**src/rtl/dac_spi_driver_pkg.sv**
```systemverilog
// Shared definitions for the serial DAC driver: FSM state encodings,
// frame-width helpers and the DAC control-field constant.
package dac_spi_driver_pkg;

  // Driver states; values are fixed so waveform dumps read consistently.
  typedef enum logic [1:0] {
    IDLE  = 2'd0,
    SHIFT = 2'd1,
    HOLD  = 2'd2
  } dacState_e;

  // Control nibble telling the DAC to write the input register and update
  // the output in one frame.
  localparam logic [3:0] CTRL_WRITE_UPDATE = 4'b0000;

  // A frame is the control field followed by the data word.
  function automatic int frameWidth(input int ctrlW, input int dataW);
    return ctrlW + dataW;
  endfunction

  // Counter width for a modulus, never narrower than one bit.
  function automatic int widthOf(input int n);
    return (n > 1) ? $clog2(n) : 1;
  endfunction

endpackage

```
**src/rtl/dac_sclk_div.sv**
```systemverilog
// Half-period divider for the SPI clock. Counts 0..CLK_DIV-1 while the
// driver is busy and flags the last cycle of each sclk half-period.
module dac_sclk_div
  import dac_spi_driver_pkg::*;
#(
  parameter int CLK_DIV = 2
) (
  input  logic clk,
  input  logic rst_n,
  input  logic i_run,
  input  logic i_syncClr,
  output logic o_halfEnd
);

  localparam int DIV_W = widthOf(CLK_DIV);
  localparam logic [DIV_W-1:0] DIV_LAST = DIV_W'(CLK_DIV - 1);

  logic [DIV_W-1:0] r_divCnt;

  // Divider restarts at zero on every state entry so each half-period is aligned to it.
  always_ff @(posedge clk or negedge rst_n) begin
    if (!rst_n) begin
      r_divCnt <= '0;
    end else if (i_syncClr || !i_run) begin
      r_divCnt <= '0;
    end else if (r_divCnt == DIV_LAST) begin
      r_divCnt <= '0;
    end else begin
      r_divCnt <= r_divCnt + DIV_W'(1);
    end
  end

  assign o_halfEnd = i_run && (r_divCnt == DIV_LAST);

endmodule

```
**src/rtl/dac_spi_driver.sv**
```systemverilog
// Serial DAC driver: samples the waveform word at a fixed rate and shifts
// it out MSB first as a control+data SPI frame (CPOL=0, DAC samples on the
// rising sclk edge). Reports busy, a frame-done pulse and sticky overrun.
module dac_spi_driver
  import dac_spi_driver_pkg::*;
#(
  parameter int                DATA_W     = 12,
  parameter int                CTRL_W     = 4,
  parameter logic [CTRL_W-1:0] CTRL_BITS  = CTRL_W'(CTRL_WRITE_UPDATE),
  parameter int                CLK_DIV    = 2,
  parameter int                SAMPLE_DIV = 100
) (
  input  logic              clk,
  input  logic              rst_n,
  input  logic              en,
  input  logic [DATA_W-1:0] din,
  output logic              cs_n,
  output logic              sclk,
  output logic              sdo,
  output logic              busy,
  output logic              frame_done,
  output logic              overrun
);

  localparam int FRAME_W = frameWidth(CTRL_W, DATA_W);
  localparam int BIT_W   = widthOf(FRAME_W);
  localparam int SAMP_W  = widthOf(SAMPLE_DIV);
  localparam logic [SAMP_W-1:0] SAMP_LAST = SAMP_W'(SAMPLE_DIV - 1);
  localparam logic [BIT_W-1:0]  BIT_LAST  = BIT_W'(FRAME_W - 1);

  logic [SAMP_W-1:0]  r_sampCnt;
  logic               w_tick;

  dacState_e          r_state;
  dacState_e          w_nextState;
  logic [FRAME_W-1:0] r_shreg;
  logic [FRAME_W-1:0] w_nextShreg;
  logic [BIT_W-1:0]   r_bitCnt;
  logic [BIT_W-1:0]   w_nextBitCnt;
  logic               r_csN;
  logic               w_nextCsN;
  logic               r_sclk;
  logic               w_nextSclk;
  logic               r_sdo;
  logic               w_nextSdo;
  logic               r_frameDone;
  logic               w_nextFrameDone;
  logic               r_overrun;

  logic [FRAME_W-1:0] w_loadFrame;
  logic               w_busy;
  logic               w_halfEnd;
  logic               w_divClr;

  assign w_loadFrame = {CTRL_BITS, din};
  assign w_busy      = (r_state != IDLE);
  assign w_tick      = (r_sampCnt == SAMP_LAST) && en;
  assign w_divClr    = (w_nextState != r_state);

  // Sample timer: free-running modulo SAMPLE_DIV while enabled, parked at zero otherwise.
  always_ff @(posedge clk or negedge rst_n) begin
    if (!rst_n) begin
      r_sampCnt <= '0;
    end else if (!en) begin
      r_sampCnt <= '0;
    end else if (r_sampCnt == SAMP_LAST) begin
      r_sampCnt <= '0;
    end else begin
      r_sampCnt <= r_sampCnt + SAMP_W'(1);
    end
  end

  dac_sclk_div #(
    .CLK_DIV(CLK_DIV)
  ) u_sclkDiv (
    .clk      (clk),
    .rst_n    (rst_n),
    .i_run    (w_busy),
    .i_syncClr(w_divClr),
    .o_halfEnd(w_halfEnd)
  );

  // Next-state and next-output logic for the frame sequencer.
  always_comb begin
    w_nextState     = r_state;
    w_nextShreg     = r_shreg;
    w_nextBitCnt    = r_bitCnt;
    w_nextCsN       = r_csN;
    w_nextSclk      = r_sclk;
    w_nextSdo       = r_sdo;
    w_nextFrameDone = 1'b0;
    case (r_state)
      IDLE: begin
        if (w_tick) begin
          w_nextState  = SHIFT;
          w_nextShreg  = w_loadFrame;
          w_nextBitCnt = BIT_LAST;
          w_nextCsN    = 1'b0;
          w_nextSclk   = 1'b0;
          w_nextSdo    = w_loadFrame[FRAME_W-1];
        end
      end
      SHIFT: begin
        if (w_halfEnd) begin
          if (!r_sclk) begin
            w_nextSclk = 1'b1;
          end else begin
            w_nextSclk = 1'b0;
            if (r_bitCnt != '0) begin
              w_nextShreg  = {r_shreg[FRAME_W-2:0], 1'b0};
              w_nextSdo    = r_shreg[FRAME_W-2];
              w_nextBitCnt = r_bitCnt - BIT_W'(1);
            end else begin
              w_nextCsN   = 1'b1;
              w_nextSdo   = 1'b0;
              w_nextState = HOLD;
            end
          end
        end
      end
      HOLD: begin
        if (w_halfEnd) begin
          w_nextState     = IDLE;
          w_nextFrameDone = 1'b1;
        end
      end
      default: begin
        w_nextState = IDLE;
        w_nextCsN   = 1'b1;
        w_nextSclk  = 1'b0;
        w_nextSdo   = 1'b0;
      end
    endcase
  end

  // Frame sequencer registers; reset abandons any frame in flight.
  always_ff @(posedge clk or negedge rst_n) begin
    if (!rst_n) begin
      r_state     <= IDLE;
      r_shreg     <= '0;
      r_bitCnt    <= '0;
      r_csN       <= 1'b1;
      r_sclk      <= 1'b0;
      r_sdo       <= 1'b0;
      r_frameDone <= 1'b0;
    end else begin
      r_state     <= w_nextState;
      r_shreg     <= w_nextShreg;
      r_bitCnt    <= w_nextBitCnt;
      r_csN       <= w_nextCsN;
      r_sclk      <= w_nextSclk;
      r_sdo       <= w_nextSdo;
      r_frameDone <= w_nextFrameDone;
    end
  end

  // Overrun latches the first sample tick that arrives while a frame is still going.
  always_ff @(posedge clk or negedge rst_n) begin
    if (!rst_n) begin
      r_overrun <= 1'b0;
    end else if (w_tick && w_busy) begin
      r_overrun <= 1'b1;
    end
  end

  assign cs_n       = r_csN;
  assign sclk       = r_sclk;
  assign sdo        = r_sdo;
  assign busy       = w_busy;
  assign frame_done = r_frameDone;
  assign overrun    = r_overrun;

endmodule
```
**config.mk**
```make
export PLATFORM = sky130hd
export DESIGN_NAME = dac_spi_driver
export DESIGN_NICKNAME = d
export VERILOG_FILES = /design/src/rtl/dac_spi_driver_pkg.sv /design/src/rtl/dac_sclk_div.sv /design/src/rtl/dac_spi_driver.sv
export SDC_FILE = /design/constraint.sdc
export NUM_CORES = 1
export LEC_CHECK = 0
export BUFFER_PORTS_ARGS = -buffer_cell sky130_fd_sc_hd__buf_2
export CAP_MARGIN = 10
export CORE_ASPECT_RATIO = 0.5
export CORE_UTILIZATION = 40
export CTS_CLUSTER_SIZE = 25
export DETAILED_ROUTE_END_ITERATION = 10
export GPL_TIMING_DRIVEN = 0
export PLACE_DENSITY = 0.61
export SYNTH_ARGS = -nofsm -noshare
export SYNTH_HDL_FRONTEND = slang
export SYNTH_SLANG_ARGS = --single-unit
export TNS_END_PERCENT = 20
```
**constraint.sdc**
```tcl
create_clock -name clk -period 1.8 [get_ports clk]
set_input_delay 0.36 -clock clk [delete_from_list [all_inputs] [get_ports clk]]
set_output_delay 0.36 -clock clk [all_outputs]
set_load 0.02 [all_outputs]
```
======== Yosys cells after proc, flatten, opt, wreduce, memory -nomap -nowiden ========
Index checks and enable logic that the tools add are counted.
storage, ports and cells
  bits in registers ....................... 34
  output and inout bits ................... 6
cells by class
  add/subtract/negate cells ............... 3
  mux-type cells .......................... 34
  equality and inequality tests ........... 9
  bitwise logic cells ..................... 1
  reductions and logical operators ........ 13
operators by type and width
  kind                   count
  $mux W15               4
  $pmux W15 S2           1
  $mux W4                4
  $mux W7                2
  $mux W1                13
  $mux W2                5
  $reduce_and A5 Y1      2
  $pmux W1 S3            3
  $ne A2 B2 Y1 const B   4
  $pmux W4 S2            1
  $add A7 B1 Y7 const B  1
  $eq A7 B7 Y1 const B   1
  $pmux W2 S3            1
  $reduce_and A4 Y1      1
  $reduce_bool A2 Y1     2
  $reduce_bool A4 Y1     1
  $sub A4 B1 Y4 const B  1
  $logic_and A1 B1 Y1    3
  $reduce_and A3 Y1      1
  $eq A2 B1 Y1 const B   1
  $eq A2 B2 Y1 const B   1
  $logic_not A2 Y1       1
  $ne A2 B1 Y1 const B   1
  $ne A2 B2 Y1           1
  4 further kinds        4

======== Longest topological paths before layout ========
  depth after elaboration ................. 8
  gate-level depth with buffers ........... 7
  depth with buffers taken out ............ 6

======== Cells and area by module ========
A second synthesis with hierarchy kept.
second synthesis, totals
  cells, all modules ...................... 157
  area total of the unflattened synthesis .. 1687.9 sq um
modules (own cells, without submodules)
  module          cells an instance  instances  area an instance (sq um)  sequential area each (sq um)
  dac_spi_driver  154                1          1642.8                    827.0
  dac_sclk_div    3                  1          45.0                      25.0

======== Worst setup path after synthesis ========
OpenSTA, ideal clock, no wires.
  kind .................................... register to register
  start point ............................. register r_sampCnt[2]
  end point ............................... register r_shreg[10]
  path buffers ............................ 1
  period minus slack after synthesis ...... 1832 ps
  slack ................................... -32 ps
  arrival time ............................ 1709 ps
  cell stages (with the launch flop) ...... 5
  required time ........................... 1677 ps
  library setup time ...................... 123 ps
  path through ............................ dfrtp_1 or4b_4 or3_4 buf_6 o221a_1
between the ends
  longest elaborated chain between the ends .. 4
ends and longest elaborated chain
  what                                line                   source
  from (decl)                         dac_spi_driver.sv:31   logic [SAMP_W-1:0] r_sampCnt;
  from (signal assigned)              dac_spi_driver.sv:69   r_sampCnt <= r_sampCnt + SAMP_W'(1);
  $eq A7 B7 Y1                        dac_spi_driver.sv:57   assign w_tick = (r_sampCnt == SAMP_LAST) && en;
  $logic_and A1 B1 Y1                 dac_spi_driver.sv:57
  $ne A2 B2 Y1 (no source line)       --
  $reduce_and A5 Y1 (no source line)  --
  to (signal assigned)                dac_spi_driver.sv:148  r_shreg <= w_nextShreg;
  to (decl)                           dac_spi_driver.sv:36   logic [FRAME_W-1:0] r_shreg;
No other way between the ends.
A chain may end at the register's enable or synchronous reset.

======== Worst setup path in the final report ========
  start point ............................. register r_sampCnt[4]
  end point ............................... register r_shreg[8]
Same word-level chain as after synthesis.

==> results.cfg <==
[global_routing]
antenna_found_initial = 0
gr-total-overflow = 0
grt_usage_pct = 16.7
grt_max_degree = 35
grt_pass1_wl_um = 5020
grt_pass1_vias = 1063

[clock_tree]
clk-insertion-delay-late_ns = 0.28
cts-root-buf = clkbuf_8
numCtsBuffers = 5
postCtsHoldBufs = 0
clock-sinks = 34
cts-htree-levels = 2
clk_pin_slew_worst_paths_ns = 0.06
clock_path_buffers = 2
cts_tree = done

[logic_synthesis]
synth.top_cell.area_share_pct = 53.2
syn-num-nets = 150
synth-xor-area-share_pct = 2.26
syn_area_um2 = 1550
synth-async-reset-ratio_pct = 100
synth_seq_area_share_pct = 54.9
ys_types = 38
synth_common_cells = dfrtp_1 (33), nand2b_1 (14), nor2_1 (9), o221a_1 (9), nand3_1 (6)
ys_warn_count = 0
synth_top_family_by_area = compound AO/OA/AOI/OAI gates
synth_ff_type = dfrtp_1
synth-simple-area-share_pct = 18.2
ys_ff_latch = 34
synth-compound-area-share_pct = 18.6
synth_fa_ha_area_share_pct = 1.61
synth.avg_cell_area_um2 = 11.7
synth_mux_area_share_pct = 0.645
synth_cells = 133
synth-edff-count = 0
synth_most_common_cell = dfrtp_1
ys_top_cells_by_area = dfrtp_1 (53%), o221a_1 (6.5%), nand2b_1 (5.6%)
synth.largest_area_cell = dfrtp_1

[status]
status = finished, violations left
violations = negative setup slack

[detailed_routing]
drt-wirelength-per-cell_um = 13.7
met1_length_um = 1550
wl_met2_um = 1310
drt_first_pass_iters = 4
highest_layer = met4
drt-initial-drc-count = 39
ant_nets = 0
drc = 0
via_count = 1124
wl_met3_um = 115
vias_per_cell = 5.16
routed_wl_um = 2990

[finish]
multiInputGateArea_um2 = 688
n_antenna_cell = 0
nets = 183
syn_to_final_growth_pct = 22.8
fillerInstances = 348
instances_no_fill = 218
drive_above_1_share_pct = 29.9
seqCellArea_um2 = 852

[critical_path]
required_ns = 1.96
critPathCaptureType = flip-flop
startpoint_type = flip-flop
path_max_fanout = 10
crit_type = flip-flop to flip-flop
crit_arrival_ns = 2.05

[floorplanning]
die_y_um = 46.1
ios = 21
core_um2 = 3570
die_width_um = 90.1
start_util_pct = 43.5
placementRows = 15
die_area_um2 = 4150

[placement]
io_buffers = 20
place_inst = 204
dp_hpwl_um = 2010
gp_congestion = 0.743
pre_cts_slack_ns = -0.227

[timing]
tightest_slew_ns = 0.734
rsz0062_at_grt = yes
skew_ns = 0.00536
period_needed_ns = 1.88
setup_viol = 16
finalCritPeriodShare_pct = 105
clock.fmax_mhz = 531
slew_headroom_pct = 51.0
hold_viol = 0
setup_ws_ns = -0.0837
slew_violations = 0

[power]
ir_worst_vdd_mv = 0.374
swShare_pct = 21.0
p_comb_share_pct = 3.3
pwr-share-clk_pct = 39.1
power_frac_seq_pct = 57.7
switchingPower_mw = 0.282
cellPowerDensity_nw_per_um2 = 705
p_int_mw = 1.06
p_leak_nw = 0.863

[min_path]
hp-class = primary input to async pin

[job]
maxCapViolCount = 0
-- sequential cells by signal, indices dropped and copies added, names as in the netlist, 2 cells and up --
register	flops
r_sampCnt	7
r_state	2
r_shreg	15
r_bitCnt	4
-- path summary, 6_finish.rpt --
kind | from | endpoint | slack, ns | depth (start not counted)
setup / recovery | r_sampCnt[4] | r_shreg[8] | -0.08 | 4
hold / removal | rst_n | r_sampCnt[6] | 0.14 | 1
setup reg to reg | r_sampCnt[4] | r_shreg[8] | -0.08 | 4
hold reg to reg | r_shreg[0] | r_shreg[0] | 0.48 | 1
max in group asynchronous | rst_n | r_shreg[7] | 1.19 | 1
min in group clk | din[0] | r_shreg[0] | 0.31 | 3
-- through the flow --
step | cell area (um^2) | hold WS, ns | util (%) | power [mW] | setup TNS, ns
2_1_floorplan | 1560 | 0.0644 | - | 0.799 | -0.0509
3_3_place_gp | 1720 | 0.453 | 48.3 | 0.832 | -2.49
3_5_place_dp | 1720 | 0.472 | 48.3 | 0.833 | -2.66
4_1_cts | 1860 | 0.163 | 52.1 | 1.37 | -0.738
5_1_grt | 1910 | 0.195 | 53.5 | 1.40 | -2.29
6_report | 1910 | 0.141 | 53.5 | 1.34 | -0.769
-- final cells by class --
| class | count | area share (%) |
|---|---|---|
| Sequential cell | 34 | 44.7 |
| Multi-Input combinational cell | 89 | 36.1 |
| Timing Repair Buffer | 27 | 8.86 |
| Clock buffer | 8 | 4.20 |
| Tap cell | 51 | 3.35 |
| Buffer | 5 | 2.03 |
| Inverter | 4 | 0.787 |
-- critical path, stage by stage, from the launching register on --
cell and delay [ns]:
dfrtp_1 0.38, or4b_4 0.60, or3_4 0.41, buf_6 0.15, o221a_1 0.23
-- power by group through the flow --
| stage | clock network (mW) | registers [mW] | logic (mW) |
|---|---|---|---|
| finish | 0.525 | 0.775 | 0.0437 |
| global route | 0.578 | 0.775 | 0.0514 |
| CTS | 0.546 | 0.775 | 0.0459 |
| detailed placement | 0 | 0.790 | 0.0428 |
| global placement | 0 | 0.789 | 0.0424 |
| floorplan | 0 | 0.788 | 0.0102 |
-- placed cells by master (no fill, tap or decap), types with 5 or more instances in the layout --
master    instances
buf_2            21
dfrtp_1          33
nand3_1           6
clkbuf_1          5
buf_4             5
o221a_1           9
clkbuf_8          5
nand2_1           5
nand2b_1         14
nor2_1            9
-- logic make-up after synthesis --
group                      Yosys count
xor gates and xnor gates             4
adders and majority gates            2
buffers and inverters               10
and+or+nand+nor                     49
AOI/OAI and AO/OA                   33
DFF                                 34
muxes                                1
-- repair_timing --
item | in CTS | in global routing
pin swaps | 1 | 3
setup buffers | 5 | 3
setup endpoints to repair | 25 | 28
resized for setup | 4 | 5
-- per-layer routing --
layer,vias to the layer above,track usage [%]
met5,-,0
met4,0,7.74
met3,2,6.60
met2,16,26.6
met1,555,20.8
li1,551,-
Power figures use the tool's default switching activity.
